`src/rtl/floo_route_decode.sv`:
```
// rtl/floo_route_decode.sv - per-hop source-route decoder with wormhole lock and 2-entry output buffer
module floo_route_decode #(
    parameter int NumPorts   = 5,
    parameter int RouteWidth = 32,
    parameter int DataWidth  = 64
) (
    input  logic                  clk_i,
    input  logic                  rst_i,
    input  logic                  valid_i,
    output logic                  ready_o,
    input  logic [RouteWidth-1:0] route_i,
    input  logic [DataWidth-1:0]  data_i,
    input  logic                  last_i,
    output logic                  valid_o,
    input  logic                  ready_i,
    output logic [NumPorts-1:0]   port_o,
    output logic [RouteWidth-1:0] route_o,
    output logic [DataWidth-1:0]  data_o,
    output logic                  last_o,
    output logic                  err_o
);

    localparam int PortIdxWidth = $clog2(NumPorts);

    typedef enum logic [1:0] {
        HEAD = 2'd0,
        BODY = 2'd1,
        DROP = 2'd2
    } state_e;

    typedef struct packed {
        logic [NumPorts-1:0]   port;
        logic [RouteWidth-1:0] route;
        logic [DataWidth-1:0]  data;
        logic                  last;
    } entry_t;

    state_e                  state_q, state_d;
    logic [PortIdxWidth-1:0] lock_q, lock_d;
    entry_t                  mem_q [2];
    entry_t                  push_entry;
    entry_t                  head_entry;
    logic                    wr_ptr_q, rd_ptr_q;
    logic [1:0]              count_q;
    logic                    err_q, err_d;
    logic                    accept, push, pop;
    logic [PortIdxWidth-1:0] idx;
    logic                    idx_ok;

    // Lowest route field selects this hop's output port.
    assign idx    = route_i[PortIdxWidth-1:0];
    assign idx_ok = (int'(idx) < NumPorts);

    // Backpressure only from registered occupancy; a dropped packet is always drained.
    assign ready_o = !rst_i && ((state_q == DROP) || (count_q < 2'd2));
    assign accept  = valid_i && ready_o;
    assign valid_o = (count_q != 2'd0);
    assign pop     = valid_o && ready_i;

    assign head_entry = mem_q[rd_ptr_q];
    assign port_o     = head_entry.port;
    assign route_o    = head_entry.route;
    assign data_o     = head_entry.data;
    assign last_o     = head_entry.last;
    assign err_o      = err_q;

    // Packet-level FSM: decode heads, lock the port for bodies, swallow bad packets.
    always_comb begin
        state_d          = state_q;
        lock_d           = lock_q;
        push             = 1'b0;
        err_d            = 1'b0;
        push_entry.port  = '0;
        push_entry.route = route_i;
        push_entry.data  = data_i;
        push_entry.last  = last_i;
        case (state_q)
            HEAD: begin
                if (accept) begin
                    if (idx_ok) begin
                        push             = 1'b1;
                        push_entry.port  = NumPorts'(1) << idx;
                        push_entry.route = route_i >> PortIdxWidth;
                        lock_d           = idx;
                        if (!last_i) state_d = BODY;
                    end else begin
                        err_d = 1'b1;
                        if (!last_i) state_d = DROP;
                    end
                end
            end
            BODY: begin
                if (accept) begin
                    push            = 1'b1;
                    push_entry.port = NumPorts'(1) << lock_q;
                    if (last_i) state_d = HEAD;
                end
            end
            DROP: begin
                if (accept && last_i) state_d = HEAD;
            end
            default: state_d = HEAD;
        endcase
    end

    // State, lock, error pulse and FIFO storage/pointers.
    always_ff @(posedge clk_i) begin
        if (rst_i) begin
            state_q  <= HEAD;
            lock_q   <= '0;
            err_q    <= 1'b0;
            mem_q[0] <= '0;
            mem_q[1] <= '0;
            wr_ptr_q <= 1'b0;
            rd_ptr_q <= 1'b0;
            count_q  <= 2'd0;
        end else begin
            state_q <= state_d;
            lock_q  <= lock_d;
            err_q   <= err_d;
            if (push) begin
                mem_q[wr_ptr_q] <= push_entry;
                wr_ptr_q        <= ~wr_ptr_q;
            end
            if (pop) begin
                rd_ptr_q <= ~rd_ptr_q;
            end
            case ({push, pop})
                2'b10:   count_q <= count_q + 2'd1;
                2'b01:   count_q <= count_q - 2'd1;
                default: count_q <= count_q;
            endcase
        end
    end

endmodule

```
`config.mk`:
```
export PLATFORM = sky130hd
export DESIGN_NAME = floo_route_decode
export DESIGN_NICKNAME = d
export VERILOG_FILES = /design/src/rtl/floo_route_decode.sv
export SDC_FILE = /design/constraint.sdc
export NUM_CORES = 1
export LEC_CHECK = 0
export CAP_MARGIN = 15
export CORE_MARGIN = 3
export CORE_UTILIZATION = 40
export DETAILED_ROUTE_END_ITERATION = 8
export GPL_ROUTABILITY_DRIVEN = 1
export GPL_TIMING_DRIVEN = 1
export PLACE_DENSITY_LB_ADDON = 0.15
export SLEW_MARGIN = 25
export SYNTH_ARGS = -nofsm -noshare
export SYNTH_HDL_FRONTEND = slang
export SYNTH_SLANG_ARGS = --single-unit
```
`constraint.sdc`:
```
create_clock -name clk_i -period 4.6 [get_ports clk_i]
set_clock_uncertainty 0.05 [all_clocks]
set_input_delay 0.46 -clock clk_i [delete_from_list [all_inputs] [get_ports clk_i]]
set_output_delay 0.46 -clock clk_i [all_outputs]
set_load 0.01 [all_outputs]
```
==> impl_results.md <==
- Combinational share of power: 22.8%
- First-pass GRT wire length: 36,800 um
- Row cnt: 57
- Area Overhead vs Synth: 31.8%
- Met2 wire len: 11,400 um
- Slowest cell on the critical path: dfxtp_4
- Mapped cell area: 0.0101 sq mm
- Delay-heaviest family, CP: buffers and inverters
- DRT Pass-1 Iters: 5
- Die W: 165 um
- Synthesized netlist cell count: 746
- DRT iter0 DRCs: 454
- Post-synth top area share: 60.9%
- RSZ-0062 raised after global routing: no
- Yosys top cell by area: edfxtp_1
- Max Slew Vio Count: 0
- Slowest stage delay, CP: 880 ps
- Crit path time final: 3210 ps
- Rel. slew slack: 44.3%
- Ports: 206
- RD Place Congestion: 0.764
- # resized after CTS: 0
- Internal power: 4.18 mW
- Drt drc: 0
- Root buffer cell: clkbuf_16
- Max-Cap Viols: 0
- Share of cells above drive strength 1: 19.4%
- Fill cells: 2,112
- DP HPWL: 15,000 um
- Crit Path Class: reg -> out
- Yosys reg bits: 215
- Top cells by area, synth: edfxtp_1 (61%), mux2_2 (11%), and2_1 (7.1%), dfxtp_1 (2.2%), a21oi_1 (2.1%)
- Pwr Total: 5.59 mW
- Vias in the first global route: 6,516
- Worst-margin pin slew: 836 ps
- Cell Chain, Critical Path: buf_12, mux2_2, clkdlybuf4s50_1
- Clock share of power: 34.0%
- WP data required: 4090 ps
- Final net count: 1,032
- Met3 wire length: 1660 um
- Switching Share: 25.2%
- # Post-CTS Setup Buffers: 0
- Routed wire per std cell: 18.8 um
- Syn nets: 848
- Async SR Flop Fraction: 0%
- Total die area: 0.0271 sq mm
- Flop pwr share: 43.2%
- Critical Path Fanout Max: 55
- Via count: 6,623
- Total Routing Usage GR: 17.3%
- Hold crit path type: reg -> reg
- CTS tree: yes
- Drt total wl: 24,000 um
- Core area: 0.0245 sq mm
- Deepest clock path buffer count: 3
- YS warnings: 0
- # port buffers: 205
- Later-pin clock latency in the skew report: 500 ps
- Num CTS Buffers: 24
- Top Metal Used: met4
- Clock-pin slew on the worst setup and hold paths: 60 ps
- Final count of hold timing violations: 0
- Initial antenna violation count: 1
- Yosys cell types: 47
- Post-synthesis sequential area ratio: 63.1%
- Pin count of the biggest net entering global routing: 56
- Buf+Inv Stages, Crit Path: 2
- Period utilization: 69.9%
- Setup crit end kind: primary output
- Top FF cell, synth: edfxtp_1
- GRT overflow: 0
- Arrival @ worst endpoint: 2700 ps
- Peak VDD IR: 0.000266 V
- Setup TNS: 0 ps
- Net Sw Power: 1.41 mW
- H-tree depth: 1
- Synthesized area per cell: 13.5 sq um
- Die Y: 165 um
- Startpoint Class: flip-flop
- Power Density: 421 mW/mm^2
- Most frequent cell after synthesis: edfxtp_1
- Outcome: finished clean
- CTS Sinks: 215
- Antenna Nets Post-Route: 0
- Vias/cell: 5.20
- Number of setup violations in the final report: 0
- FMAX: 311 MHz
- Leak pwr: 4.76 nW
- Final Hold Slack: 466 ps
- CTS hold repair buffers: 0
- Synth top cells by count: edfxtp_1 (204), and2_1 (115), mux2_2 (102)
- Number of flops mapped to enable cells by yosys: 204
- DRT met1 WL: 10,500 um
- Initial Utilization: 41.0%
==> layer usage <==
layer	global-route usage, %	up-vias
met5	0	-
met3	3.16	29
met4	3.62	0
met1	24.9	3191
li1	-	3154
met2	27.7	249
==> layout make-up <==
class | count | area (sq um) | area share [%]
Sequential cell | 215 | 6350 | 47.9
Multi-Input combinational cell | 467 | 3470 | 26.2
Timing Repair Buffer | 221 | 2230 | 16.9
Clock buffer | 38 | 704 | 5.31
Tap cell | 324 | 405 | 3.06
Clock inverter | 6 | 82.6 | 0.623
Inverter | 1 | 3.75 | 0.0283
Antenna cell | 1 | 2.50 | 0.0189
==> worst reg2reg max path, cell delays in order (launching register included) <==
cell	delay [ps]
dfxtp_2	760
inv_2	500
a211o_2	490
nand2b_4	460
buf_12	320
==> logic make-up (layout without fill, tap and decap cells) <==
group | after synthesis | after routing | share of synthesized area, %
flip-flops | 215 | 215 | 63.1
AND/OR/NAND/NOR | 252 | 252 | 14.7
multiplexers | 117 | 117 | 12.9
XOR/XNOR | 3 | 3 | 0.261
other | 0 | 1 | 0
buffers and inverters | 64 | 266 | 2.79
adder cells (fa/ha/maj) | 1 | 1 | 0.124
AO/OA/AOI/OAI | 94 | 94 | 6.18
==> path summary, 6_finish.rpt <==
kind / from / end / slack (ps) / depth (start not counted)
worst min-delay path: rd_ptr_q$_SDFFE_PP0P_ / flip-flop / 470 / 2
worst max register to register: state_q[0]$_SDFFE_PP0P_ / mem_q[0][32]$_SDFFCE_PN0P_ / 1670 / 4
worst min register to register: rd_ptr_q$_SDFFE_PP0P_ / flip-flop / 470 / 2
worst max-delay path: flip-flop / port_o[3] / 1390 / 3
==> state kept, by name (all words and copies together), names as in the netlist, named ones only <==
name,cells
wr_ptr_q,1
mem_q,204
rd_ptr_q,1
state_q,2
lock_q,3
count_q,2
err_o,1
==> stage by stage <==
stage          instance area [sq um]  util, %  cells  setup WS [ps]
6_report                       13300     54.0   1273           1390
5_1_grt                        13300     54.0   1273           1230
4_1_cts                        13300     54.0   1272           1340
3_5_place_dp                   12500     50.8   1228           1060
3_3_place_gp                   12500     50.8   1228           1110
2_1_floorplan                  10100        -    746            297
==> cells in the final DEF (no fill, tap or decap), types with 2 or more instances in the layout <==
| cell type | instances |
|---|---|
| clkdlybuf4s50_1 | 205 |
| edfxtp_1 | 204 |
| and2_1 | 115 |
| mux2_2 | 102 |
| a21oi_1 | 43 |
| nand2_1 | 40 |
| nand3_1 | 33 |
| clkbuf_16 | 25 |
| o2111ai_1 | 19 |
| nand4_1 | 16 |
| and2_2 | 15 |
| mux2i_1 | 15 |
| o31ai_1 | 11 |
| buf_4 | 11 |
| clkbuf_1 | 10 |
| nor2_1 | 9 |
| dfxtp_1 | 9 |
| o21ai_0 | 7 |
| buf_12 | 5 |
| nand4b_1 | 4 |
| and3_1 | 3 |
| and3_2 | 3 |
| clkbuf_8 | 3 |
| o21a_1 | 2 |
| o211ai_1 | 2 |
| nand2b_4 | 2 |
| xnor2_1 | 2 |
| clkinv_1 | 2 |
| bufinv_16 | 2 |
| clkinvlp_4 | 2 |
==> power by group through the flow <==
stage	sequential [mW]	combinational [mW]	clock, mW
final	2.41	1.27	1.90
after CTS	2.42	1.30	1.94
after detailed placement	2.46	1.29	0
after global routing	2.43	1.37	2.02
after global placement	2.45	1.29	0
after floorplan	2.38	0.702	0
Note: power is estimated with default switching activity, not from simulation.
